--- config.mk ---
export PLATFORM = sky130hd
export DESIGN_NAME = bayer_pattern_gen
export DESIGN_NICKNAME = d
export VERILOG_FILES = /design/src/rtl/bayer_pattern_gen_pkg.sv /design/src/rtl/bayer_pattern_lfsr.sv /design/src/rtl/bayer_pattern_gen.sv
export SDC_FILE = /design/constraint.sdc
export NUM_CORES = 1
export LEC_CHECK = 0
export ABC_AREA = 1
export CAP_MARGIN = 20
export CORE_AREA = 2 2 104 106
export CTS_BUF_LIST = sky130_fd_sc_hd__clkbuf_8 sky130_fd_sc_hd__clkbuf_16
export DETAILED_ROUTE_END_ITERATION = 10
export DIE_AREA = 0 0 106 108
export GPL_TIMING_DRIVEN = 0
export MAX_ROUTING_LAYER = met4
export PLACE_DENSITY = 0.75
export SYNTH_ARGS = -nofsm -noshare
export SYNTH_HDL_FRONTEND = slang
export SYNTH_HIERARCHICAL = 1
export SYNTH_SLANG_ARGS = --single-unit
--- constraint.sdc ---
create_clock -name iCLK -period 1.8 [get_ports iCLK]
set_clock_uncertainty 0.05 [all_clocks]
set_input_delay 0.36 -clock iCLK [delete_from_list [all_inputs] [get_ports iCLK]]
set_output_delay 0.36 -clock iCLK [all_outputs]
set_load 0.01 [all_outputs]
--- src/rtl/bayer_pattern_gen_pkg.sv ---
// Shared types and constants for the synthetic Bayer pattern source:
// FSM states, pattern codes, LFSR seed/taps and the base pixel function.
package bayer_pattern_gen_pkg;

    typedef enum logic [1:0] {
        ST_IDLE   = 2'd0,
        ST_ACTIVE = 2'd1,
        ST_HBLANK = 2'd2,
        ST_VBLANK = 2'd3
    } state_t;

    typedef enum logic [1:0] {
        PAT_FLAT  = 2'd0,
        PAT_HRAMP = 2'd1,
        PAT_VBARS = 2'd2,
        PAT_HBARS = 2'd3
    } pattern_t;

    localparam logic [15:0] LFSR_SEED = 16'hACE1;
    // Taps 16,14,13,11 expressed as a mask over state bits [15],[13],[12],[10]
    localparam logic [15:0] LFSR_TAPS = 16'hB400;

    // Same value on every Bayer site, so only the column bits and row bit 4 matter.
    function automatic logic [11:0] pixel_value(input pattern_t pat,
                                                input logic [9:0] x,
                                                input logic y4);
        logic [11:0] value;
        case (pat)
            PAT_FLAT:  value = 12'h800;
            PAT_HRAMP: value = {x, 2'b00};
            PAT_VBARS: value = x[4] ? 12'hFFF : 12'h000;
            default:   value = y4 ? 12'hFFF : 12'h000;
        endcase
        return value;
    endfunction

endpackage

--- src/rtl/bayer_pattern_lfsr.sv ---
// 16-bit Fibonacci LFSR used to dither generated pixels; advances only when en is high.
module bayer_pattern_lfsr
    import bayer_pattern_gen_pkg::*;
(
    input  logic        iCLK,
    input  logic        iRST,
    input  logic        en,
    output logic [15:0] lfsr_state
);

    logic [15:0] state_reg;

    always_ff @(posedge iCLK or negedge iRST) begin
        if (!iRST) begin
            state_reg <= LFSR_SEED;
        end else if (en) begin
            state_reg <= {state_reg[14:0], ^(state_reg & LFSR_TAPS)};
        end
    end

    assign lfsr_state = state_reg;

endmodule

--- src/rtl/bayer_pattern_gen.sv ---
// Synthetic raw Bayer stream source with DVAL strobe and X/Y counters.
// Define BAYER_PATTERN_GEN_NOISE_EN to add saturating LFSR dither to each pixel.
module bayer_pattern_gen
    import bayer_pattern_gen_pkg::*;
#(
    parameter int H_ACTIVE = 1280,
    parameter int V_ACTIVE = 960,
    parameter int H_BLANK  = 32,
    parameter int V_BLANK  = 64
)
(
    input  logic        iCLK,
    input  logic        iRST,
    input  logic        iCLKEN,
    input  logic        iRun,
    input  logic [1:0]  iPattern,
    output logic [11:0] oDATA,
    output logic        oDVAL,
    output logic [10:0] oX_Cont,
    output logic [10:0] oY_Cont,
    output logic        oFrameDone,
    output logic [15:0] oFrame_Cont
);

    localparam logic [10:0] X_LAST  = 11'(H_ACTIVE - 1);
    localparam logic [10:0] Y_LAST  = 11'(V_ACTIVE - 1);
    localparam logic [15:0] HB_LAST = 16'(H_BLANK - 1);
    localparam logic [15:0] VB_LAST = 16'(V_BLANK - 1);

    state_t      state_reg, state_next;
    pattern_t    pat_reg, pat_next;
    logic [10:0] x_reg, x_next, y_reg, y_next;
    logic [15:0] blank_reg, blank_next;
    logic [11:0] data_reg, data_next;
    logic        dval_reg, dval_next;
    logic [10:0] x_out_reg, x_out_next, y_out_reg, y_out_next;
    logic        done_reg, done_next;
    logic [15:0] fcnt_reg, fcnt_next;
    logic [11:0] base_pixel, pixel;

    assign base_pixel = pixel_value(pat_reg, x_reg[9:0], y_reg[4]);

`ifdef BAYER_PATTERN_GEN_NOISE_EN
    logic [15:0] lfsr_state;
    logic [12:0] noisy_sum;

    bayer_pattern_lfsr u_lfsr (
        .iCLK       (iCLK),
        .iRST       (iRST),
        .en         (iCLKEN && (state_reg == ST_ACTIVE)),
        .lfsr_state (lfsr_state)
    );

    assign noisy_sum = {1'b0, base_pixel} + {9'd0, lfsr_state[3:0]};
    assign pixel     = noisy_sum[12] ? 12'hFFF : noisy_sum[11:0];
`else
    assign pixel = base_pixel;
`endif

    always_ff @(posedge iCLK or negedge iRST) begin
        if (!iRST) begin
            state_reg <= ST_IDLE;
            pat_reg   <= PAT_FLAT;
            x_reg     <= '0;
            y_reg     <= '0;
            blank_reg <= '0;
            data_reg  <= '0;
            dval_reg  <= 1'b0;
            x_out_reg <= '0;
            y_out_reg <= '0;
            done_reg  <= 1'b0;
            fcnt_reg  <= '0;
        end else begin
            state_reg <= state_next;
            pat_reg   <= pat_next;
            x_reg     <= x_next;
            y_reg     <= y_next;
            blank_reg <= blank_next;
            data_reg  <= data_next;
            dval_reg  <= dval_next;
            x_out_reg <= x_out_next;
            y_out_reg <= y_out_next;
            done_reg  <= done_next;
            fcnt_reg  <= fcnt_next;
        end
    end

    always_comb begin
        state_next = state_reg;
        pat_next   = pat_reg;
        x_next     = x_reg;
        y_next     = y_reg;
        blank_next = blank_reg;
        data_next  = data_reg;
        dval_next  = 1'b0;
        x_out_next = x_out_reg;
        y_out_next = y_out_reg;
        done_next  = 1'b0;
        fcnt_next  = fcnt_reg;
        if (iCLKEN) begin
            case (state_reg)
                ST_IDLE: begin
                    x_out_next = '0;
                    y_out_next = '0;
                    if (iRun) begin
                        state_next = ST_ACTIVE;
                        pat_next   = pattern_t'(iPattern);
                        x_next     = '0;
                        y_next     = '0;
                    end
                end
                ST_ACTIVE: begin
                    dval_next  = 1'b1;
                    data_next  = pixel;
                    x_out_next = x_reg;
                    y_out_next = y_reg;
                    blank_next = '0;
                    if (x_reg == X_LAST) begin
                        x_next = '0;
                        if (y_reg == Y_LAST) begin
                            state_next = ST_VBLANK;
                            done_next  = 1'b1;
                            fcnt_next  = fcnt_reg + 16'd1;
                        end else begin
                            state_next = ST_HBLANK;
                        end
                    end else begin
                        x_next = x_reg + 11'd1;
                    end
                end
                ST_HBLANK: begin
                    // Row stays on oY_Cont while the line is blanked
                    x_out_next = '0;
                    if (blank_reg == HB_LAST) begin
                        state_next = ST_ACTIVE;
                        y_next     = y_reg + 11'd1;
                        blank_next = '0;
                    end else begin
                        blank_next = blank_reg + 16'd1;
                    end
                end
                default: begin
                    x_out_next = '0;
                    y_out_next = '0;
                    if (blank_reg == VB_LAST) begin
                        blank_next = '0;
                        x_next     = '0;
                        y_next     = '0;
                        if (iRun) begin
                            state_next = ST_ACTIVE;
                            pat_next   = pattern_t'(iPattern);
                        end else begin
                            state_next = ST_IDLE;
                        end
                    end else begin
                        blank_next = blank_reg + 16'd1;
                    end
                end
            endcase
        end
    end

    assign oDATA       = data_reg;
    assign oDVAL       = dval_reg;
    assign oX_Cont     = x_out_reg;
    assign oY_Cont     = y_out_reg;
    assign oFrameDone  = done_reg;
    assign oFrame_Cont = fcnt_reg;

endmodule

Word level (Yosys, flattened, before mapping)
Cells that the tools add are included.
Widths: inputs -> output; s select.
{"block": "totals", "memories": 0, "regBits": 94, "ramBits": 0, "output_inout_bits": 52, "wordCells": 75, "romBits": 0, "latch_bits": 0}
{"block": "classes", "div_mod_pow": 0, "n_reduce_logical": 15, "add_sub_neg": 4, "eq_ne": 11, "order_cmp": 0, "shift": 0, "mul": 0, "n_mux": 30, "bitwise": 4}
{"operator": "$pmux 11 s3", "count": 2}
{"operator": "$mux 11", "count": 5}
{"operator": "$pmux 16 s3", "count": 1}
{"operator": "$pmux 12 s3", "count": 1}
{"operator": "$add 16x1->16 const B", "count": 2}
{"operator": "$mux 16", "count": 2}
{"operator": "$mux 12", "count": 2}
{"operator": "$add 11x1->11 const B", "count": 2}
{"operator": "$pmux 11 s2", "count": 1}
{"operator": "$eq 16x5->1 const B", "count": 1}
{"operator": "$eq 16x6->1 const B", "count": 1}
{"operator": "$mux 2", "count": 6}
{"operator": "$eq 11x10->1 const B", "count": 1}
{"operator": "$eq 11x11->1 const B", "count": 1}
{"operator": "$reduce_and 5->1", "count": 2}
{"operator": "$mux 1", "count": 8}
{"operator": "$reduce_and 4->1", "count": 2}
{"operator": "$ne 2x2->1 const B", "count": 3}
{"operator": "$pmux 2 s3", "count": 1}
{"operator": "$reduce_and 2->1", "count": 3}
{"operator": "$reduce_bool 3->1", "count": 2}
{"operator": "$eq 2x1->1 const B", "count": 2}
{"operator": "$eq 2x2->1 const B", "count": 2}
{"operator": "$logic_not 2->1", "count": 2}
{"operator": "other kinds (6)", "count": 9}

Longest topological paths before layout
Gate-level depths: netlist of run 1.
{"block": "depth", "word_depth": 5, "ltp_mapped": 12}

Least setup slack after synthesis of run 1
Ideal clock, no wire load.
{"block": "synth_timing", "kind": "register to register", "startpoint": "reg x_reg[1]", "endpoint": "reg fcnt_reg[9] (netlist: oFrame_Cont[9])", "t_arrival_ns": 1.523, "path_buffers": 1, "setup_time_ns": 0.129, "synth_period_minus_slack_ns": 1.702, "path_slack_ns": 0.098, "t_required_ns": 1.621, "path_stages_with_launch": 8, "path_cell_list": "dfrtp_1 > ha_1 > nand2_1 > nor2_4 > nand3_4 > nor3_4 > buf_6 > o21ai_0"}
{"block": "synth_between", "elab_chain_len": 2}
{"element": "start, declared", "line_no": "bayer_pattern_gen.sv:32", "rtl": "logic [10:0] x_reg, x_next, y_reg, y_next;"}
{"element": "start signal, assigned", "line_no": "bayer_pattern_gen.sv:76", "rtl": "x_reg <= x_next;"}
{"element": "$eq 11x11->1", "line_no": "bayer_pattern_gen.sv:118", "rtl": "if (x_reg == X_LAST) begin"}
{"element": "$reduce_and 4->1 (no source line)"}
{"element": "end signal, assigned", "line_no": "bayer_pattern_gen.sv:84", "rtl": "fcnt_reg <= fcnt_next;"}
{"element": "end, declared", "line_no": "bayer_pattern_gen.sv:38", "rtl": "logic [15:0] fcnt_reg, fcnt_next;"}
No other way between the ends.
A chain may end at the register's enable or synchronous reset.

Worst setup path after layout of run 1
{"block": "layout_timing", "startpoint": "reg fcnt_reg[12] (netlist: oFrame_Cont[12])", "endpoint": "out oFrame_Cont[12]"}
{"element": "end, declared", "line_no": "bayer_pattern_gen.sv:22", "rtl": "output logic [15:0] oFrame_Cont"}
No word-level cell between the ends.

==> results of run 1 <==
-- where the power goes --
part	internal, mW	leakage [nW]	total [mW]	switching [mW]
logic	0.150	1.70	0.376	0.226
registers	2.16	1.23	2.28	0.115
clock network	0.531	0.0726	1.29	0.757
-- layout make-up --
class / count / share of cell area
Multi-Input combinational cell: 492 / 0.404
Sequential cell: 93 / 0.365
Timing Repair Buffer: 77 / 0.118
Inverter: 62 / 0.0372
Tap cell: 136 / 0.0265
Buffer: 23 / 0.0230
Clock buffer: 10 / 0.0214
Clock inverter: 5 / 0.00585
-- cell usage in the layout (no fill, tap or decap), types with 11 or more instances in the layout --
cell	count
a21oi_1	11
buf_4	23
clkdlybuf4s50_1	50
dfrtp_1	83
inv_1	54
nand2_1	208
nand3_1	71
nand4_1	18
nor2_1	62
nor3_1	12
o21ai_0	22
xor2_1	17
-- worst register-to-register path, delay by kind of cell, from the launching register on --
kind            cells  cell delay (ns)
simple gates        6             0.57
flops               1             0.42
compound gates      1             0.21
fa+ha+maj           1             0.19
buf+inv             1             0.18
-- per-stage QoR --
stage	TNS, ns	std cells	cell area (um2)	total power [mW]	hold WS, ns
2_1_floorplan	0	670	5120	2.47	0.0144
3_3_place_gp	-302.63	863	5860	2.59	0.425
3_5_place_dp	-19.89	864	5880	2.61	0.352
4_1_cts	-0.0199	888	6200	3.90	0.449
5_1_grt	-0.703	898	6420	4.15	0.470
6_report	0	898	6420	3.94	0.440
-- worst min-delay path by stage --
stage	startpoint	slack [ns]	to	depth (start not counted)
after floorplan	iRST	0.01	blank_reg[0]$_DFFE_PN0P_	0
after global placement	oX_Cont[0]$_DFFE_PN0P_	0.43	oX_Cont[0]$_DFFE_PN0P_	2
after detailed placement	iRST	0.35	oY_Cont[5]$_DFFE_PN0P_	1
after CTS	oX_Cont[7]$_DFFE_PN0P_	0.45	oX_Cont[7]$_DFFE_PN0P_	2
after global routing	oX_Cont[0]$_DFFE_PN0P_	0.47	oX_Cont[0]$_DFFE_PN0P_	2
final	oX_Cont[7]$_DFFE_PN0P_	0.44	oX_Cont[7]$_DFFE_PN0P_	2
-- cell families after synthesis --
logic type,after synthesis,synth area share
buffers and inverters,85,0.0690
flip-flops,93,0.455
adder cells (fa/ha/maj),8,0.0196
AND/OR/NAND/NOR,400,0.341
XOR/XNOR,21,0.0359
AO/OA/AOI/OAI,63,0.0800
-- routing by layer --
| layer | vias to the layer above | track usage | routed length (um) |
|---|---|---|---|
| li1 | 2374 | - | - |
| met4 | 0 | 0.0724 | 224 |
| met5 | - | - | 0 |
| met3 | 20 | 0.0476 | 578 |
| met1 | 2255 | 0.306 | 5780 |
| met2 | 126 | 0.383 | 6280 |
-- timing repair --
item / CTS / global route
hold buffers: 1 / 0
pin swaps: 2 / 8
setup endpoints to repair: 83 / 82
resized for setup: 33 / 55
setup buffers: 8 / 10
endpoints found under the hold margin: 42 / 0
==> qor.yml, run 1 <==
outcome:
  status: "finished, final reports clean"
sta:
  post-route-period-util: 0.966
  rsz0062_at_grt: "true"
  timing.final.ws_setup_ns: 0.0612
  worst_pin_slew_ns: 0.563
  drv_slew: 0
  fmax_mhz: 575
  finalCriticalPeriod_ns: 1.74
  relSlewSlack: 0.625
  setup_viol: 0
  hold_viol: 0
worst_setup_path:
  worst-r2r-setup-slack_ns: 0.06
  cp_top_family: "buffers and inverters"
  critPathKind: "reg -> out"
  startpoint: "oFrame_Cont[12]$_DFFE_PN0P_"
  r2r_start: "blank_reg[0]$_DFFE_PN0P_"
  worst-path-stages: 1
  crit_end: "oFrame_Cont[12]"
  slowest_stage: "clkdlybuf4s50_1"
  timing.rr.end: "y_reg[4]$_DFFE_PN0P_"
  critPathArrivalTime_ns: 1.33
  max_stage_delay_ns: 0.56
  cp-end-kind: "output port"
  cp.required_ns: 1.39
  path_max_fanout: 4
  cp_cell_sequence: "clkdlybuf4s50_1"
  crit_buf_inv: 1
  start_kind: "flip-flop"
  reg2reg_depth: 9
detailed_routing:
  dr.pass1.iters: 4
  drc: 0
  via_count: 4775
  wirelength_um: 12900
  drtAntennaViolNets: 0
  first_iter_violations: 236
  wl_per_cell_um: 14.3
  viasPerCell: 5.32
synth:
  synthTopCellsByArea: "dfrtp_1 45%, nand2_1 16%, nand3_1 7.2%, nor2_1 4.8%, inv_1 4.4%"
  synth_cell_type_count: 32
  synth_fp_nets: 684
  synth_top_area_share: 0.455
  yosysSeqAreaShare: 0.455
  synth-seq-cells: 93
  syn_area_um2: 5120
  syn_inst: 670
  ys.flop_type: "dfrtp_1"
  synth-async-reset-ratio: 1.00
  avgSynthCellArea_um2: 7.64
  yosys.area.top_type: "dfrtp_1"
  synth_most_common_cell: "nand2_1"
  synth_edf_count: 0
  synth.top_cells.by_count: "214 x nand2_1, 93 x dfrtp_1, 74 x nand3_1"
  yosysWarnings: 6
clock_tree:
  cts_sinks: 93
  clock_latency_ns: 0.37
  cts-buffers-inserted: 9
  ctsHtreeMaxLevel: 3
  clockRootBuffer: "clkbuf_8"
  cts.clk_slew.worst_paths_ns: 0.09
  clockBufferDepth: 2
  cts_tree: "yes"
final_layout:
  drive_gt1_frac: 0.135
  fillCellCount: 888
  final_util: 0.627
  antenna_cells: 0
  multi_input_area_um2: 2590
  nets: 772
  area_delta_synth_final_pct: 25.4
  ff_latch_area_um2: 2340
run:
  drv_cap: 0
floorplanning:
  die_w_um: 106
  core_area_um2: 10200
  io_pins: 58
  die_h_um: 108
  start_util: 0.500
  dieArea_um2: 11400
  rows: 37
placement:
  place_hpwl_um: 8980
  post-place-ws_ns: -0.447
  gp_congestion: 0.891
  io_buffers: 57
min_path:
  hp-class: "reg -> reg"
global_route:
  grt_max_degree: 52
  grt_pass1_wl_um: 21100
  grt_use_total: 0.238
  grt.overflow.total: 0
  grt_pass1_vias: 4527
  antenna_found_initial: 0
power_and_ir_drop:
  cellPowerDensity_nw_per_um2: 614
  peakVddDrop_uv: 519
  p_leak_nw: 3.01
Note: power is estimated with default switching activity, not from simulation.
==> run 2: changes to the inputs <==
--- a/config.mk
+++ b/config.mk
@@ -9,11 +9,13 @@
 export CAP_MARGIN = 20
 export CORE_AREA = 2 2 104 106
 export CTS_BUF_LIST = sky130_fd_sc_hd__clkbuf_8 sky130_fd_sc_hd__clkbuf_16
+export CTS_CLUSTER_SIZE = 30
 export DETAILED_ROUTE_END_ITERATION = 10
 export DIE_AREA = 0 0 106 108
 export GPL_TIMING_DRIVEN = 0
 export MAX_ROUTING_LAYER = met4
 export PLACE_DENSITY = 0.75
+export SETUP_SLACK_MARGIN = 0.1
 export SYNTH_ARGS = -nofsm -noshare
 export SYNTH_HDL_FRONTEND = slang
 export SYNTH_HIERARCHICAL = 1
==> run 2 against run 1 <==
  * Total power increased by 2.8%
  * Via count increased by 8.2%
  * Sequential power about the same
  * Sequential cell count unchanged
  * Clock power about the same
  * First-iteration DRC count increased by 58%
  * Largest cell class unchanged
  * Critical endpoint is now state_reg[1]$_DFFE_PN0P_
  * Wire length increased by 11%
==> qor.yml, run 2 (same netlist as run 1, synthesis figures left out) <==
global_route:
  grt_pass1_vias: 4610  # was 4527
  grt.busiest_layer: "met2"  # unchanged
  met3_usage: 0.0344  # was 0.0476
  grt_max_degree: 57  # was 52
  grt_pass1_wl_um: 21400  # was 21100 um
  antenna_found_initial: 0  # unchanged
  grt.overflow.total: 0  # unchanged
  grt_use_total: 0.238  # about the same
  gr-usage-met1: 0.299  # was 0.306
  use_met2: 0.404  # was 0.383
sta:
  holdWs_ns: 0.440  # about the same
  drv_slew: 0  # unchanged
  timing.final.ws_setup_ns: 0.0411  # was 0.0612 ns
  relSlewSlack: 0.629  # was 0.625
  post-route-period-util: 0.977  # was 0.966
  hold_viol: 0  # unchanged
  setup_viol: 0  # unchanged
  rsz0062_at_grt: "true"  # unchanged
  setup-tns-final_ns: 0  # unchanged
  finalCriticalPeriod_ns: 1.76  # was 1.74 ns
  fmax_mhz: 569  # was 575 MHz
  worst_pin_slew_ns: 0.554  # was 0.563 ns
detailed_routing:
  wl_per_cell_um: 15.3  # was 14.3 um
  viasPerCell: 5.51  # was 5.32
  first_iter_violations: 372  # was 236
  dr.pass1.iters: 5  # was 4
  drtAntennaViolNets: 0  # unchanged
  drc: 0  # unchanged
  via_count: 5165  # was 4775
  wirelength_um: 14300  # was 12900 um
outcome:
  status: "finished, final reports clean"  # unchanged
clock_tree:
  ctsHtreeMaxLevel: 3  # unchanged
  clockRootBuffer: "clkbuf_8"  # unchanged
  cts_tree: "yes"  # unchanged
  clockBufferDepth: 2  # unchanged
  cts.clk_slew.worst_paths_ns: 0.10  # was 0.09 ns
  clock_latency_ns: 0.37  # about the same
  cts_sinks: 93  # unchanged
  cts-buffers-inserted: 9  # unchanged
placement:
  io_buffers: 57  # unchanged
  dpl_cell_area_um2: 5890  # was 5880 um2
  gp_congestion: 0.928  # was 0.891
  place_hpwl_um: 8850  # was 8980 um
  post-place-ws_ns: -0.394  # was -0.447 ns
  placed_cells: 864  # unchanged
floorplanning:
  start_util: 0.500  # unchanged
  die_w_um: 106  # unchanged
  core_area_um2: 10200  # unchanged
  die_h_um: 108  # unchanged
  rows: 37  # unchanged
  dieArea_um2: 11400  # unchanged
  io_pins: 58  # unchanged
final_layout:
  area_delta_synth_final_pct: 36.1  # was 25.4%
  layout_common_cells: "195 x nand2_1, 78 x dfrtp_1, 71 x nand3_1"  # was 208 x nand2_1, 83 x dfrtp_1, 71 x nand3_1
  final_cell_count_no_fill: 938  # was 898
  final_common_cell: "nand2_1"  # unchanged
  nets: 811  # was 772
  antenna_cells: 0  # unchanged
  final_util: 0.681  # was 0.627
  drive_gt1_frac: 0.214  # was 0.135
  fin_area_um2: 6960  # was 6420 um2
power_and_ir_drop:
  clkPwrFrac: 0.319  # was 0.327
  power_mw: 4.05  # was 3.94 mW
  peakVddDrop_uv: 448  # was 519 uV
  intPower_mw: 2.90  # was 2.84 mW
  p_seq_frac: 0.561  # was 0.578
  combPwrFrac: 0.120  # was 0.095
  cellPowerDensity_nw_per_um2: 582  # was 614 nW/um2
  switching_power_mw: 1.15  # was 1.10 mW
  p_leak_nw: 3.74  # was 3.01 nW
  p_sw_frac: 0.285  # was 0.278
worst_setup_path:
  worst-r2r-setup-slack_ns: 0.04  # was 0.06 ns
  start_kind: "flip-flop"  # unchanged
  max_stage_delay_ns: 0.45  # was 0.56 ns
  crit_top_cell: "nand2_1"
  cp-end-kind: "flip-flop"  # was output port
  critPathKind: "reg -> reg"  # was reg -> out
  path_max_fanout: 5  # was 4
  cp.required_ns: 2.06  # was 1.39 ns
  slowest_stage: "dfrtp_2"  # was clkdlybuf4s50_1
  critPathArrivalTime_ns: 2.01  # was 1.33 ns
  r2r_start: "blank_reg[10]$_DFFE_PN0P_"  # was blank_reg[0]$_DFFE_PN0P_
  reg2reg_depth: 10  # was 9
  timing.rr.end: "state_reg[1]$_DFFE_PN0P_"  # was y_reg[4]$_DFFE_PN0P_
  cp_cell_sequence: "nor2_2 -> nand2_1 -> nor2_4 -> nand2_4 -> buf_4 -> nand3_1 -> nand2_1 -> nor2_1 -> nand2_1 -> nand2_1"  # was clkdlybuf4s50_1
min_path:
  whs_path_depth: 2  # unchanged
  hold_end: "oX_Cont[9]$_DFFE_PN0P_"  # was oX_Cont[7]$_DFFE_PN0P_
  hp-class: "reg -> reg"  # unchanged
  hold_start: "oX_Cont[9]$_DFFE_PN0P_"  # was oX_Cont[7]$_DFFE_PN0P_
run:
  drv_cap: 0  # unchanged
==> run 2: worst max-delay path: cells and delay by family (launching register included) <==
| kind | cells | cell delay, ns |
|---|---|---|
| DFF | 1 | 0.45 |
| and+or+nand+nor | 9 | 1.06 |
| buffers and inverters | 1 | 0.14 |
==> run 2: repair_timing <==
action,in CTS,in global routing
pin swaps,4,19
endpoints found under the hold margin,37,0
buffers inserted,25,29
setup endpoints to repair,104,110
hold buffers,1,0
gates cloned,0,3
resized for setup,64,119
==> run 2: worst max path at each step <==
stage / start / endpoint / depth (start not counted)
2_1_floorplan: y_reg[0]$_DFFE_PN0P_ / oFrame_Cont[9]$_DFFE_PN0P_ / 7
3_3_place_gp: iRST / blank_reg[6]$_DFFE_PN0P_ / 1
3_5_place_dp: iCLKEN / blank_reg[11]$_DFFE_PN0P_ / 6
4_1_cts: state_reg[1]$_DFFE_PN0P_ / oFrame_Cont[2]$_DFFE_PN0P_ / 8
5_1_grt: blank_reg[10]$_DFFE_PN0P_ / state_reg[1]$_DFFE_PN0P_ / 10
6_report: blank_reg[10]$_DFFE_PN0P_ / state_reg[1]$_DFFE_PN0P_ / 10
==> run 2: area by class of cell <==
class | count | area, um2
Clock inverter | 6 | 40.0
Sequential cell | 93 | 2350
Buffer | 23 | 178
Tap cell | 136 | 170
Timing Repair Buffer | 116 | 1120
Multi-Input combinational cell | 492 | 2720
Inverter | 62 | 249
Clock buffer | 10 | 138
Fill cell | 824 | 3270
==> run 2: layer usage <==
metal,vias to the layer above,wire [um]
li1,2452,-
met1,2472,5890
met2,206,7290
met3,35,822
met4,0,332
met5,-,0
==> run 2: power groups by stage <==
stage | clock network [mW] | registers [mW] | logic, mW
after floorplan | 0 | 2.28 | 0.190
after global placement | 0 | 2.29 | 0.303
after detailed placement | 0 | 2.30 | 0.318
after CTS | 1.30 | 2.26 | 0.383
after global routing | 1.40 | 2.28 | 0.526
final | 1.29 | 2.27 | 0.486
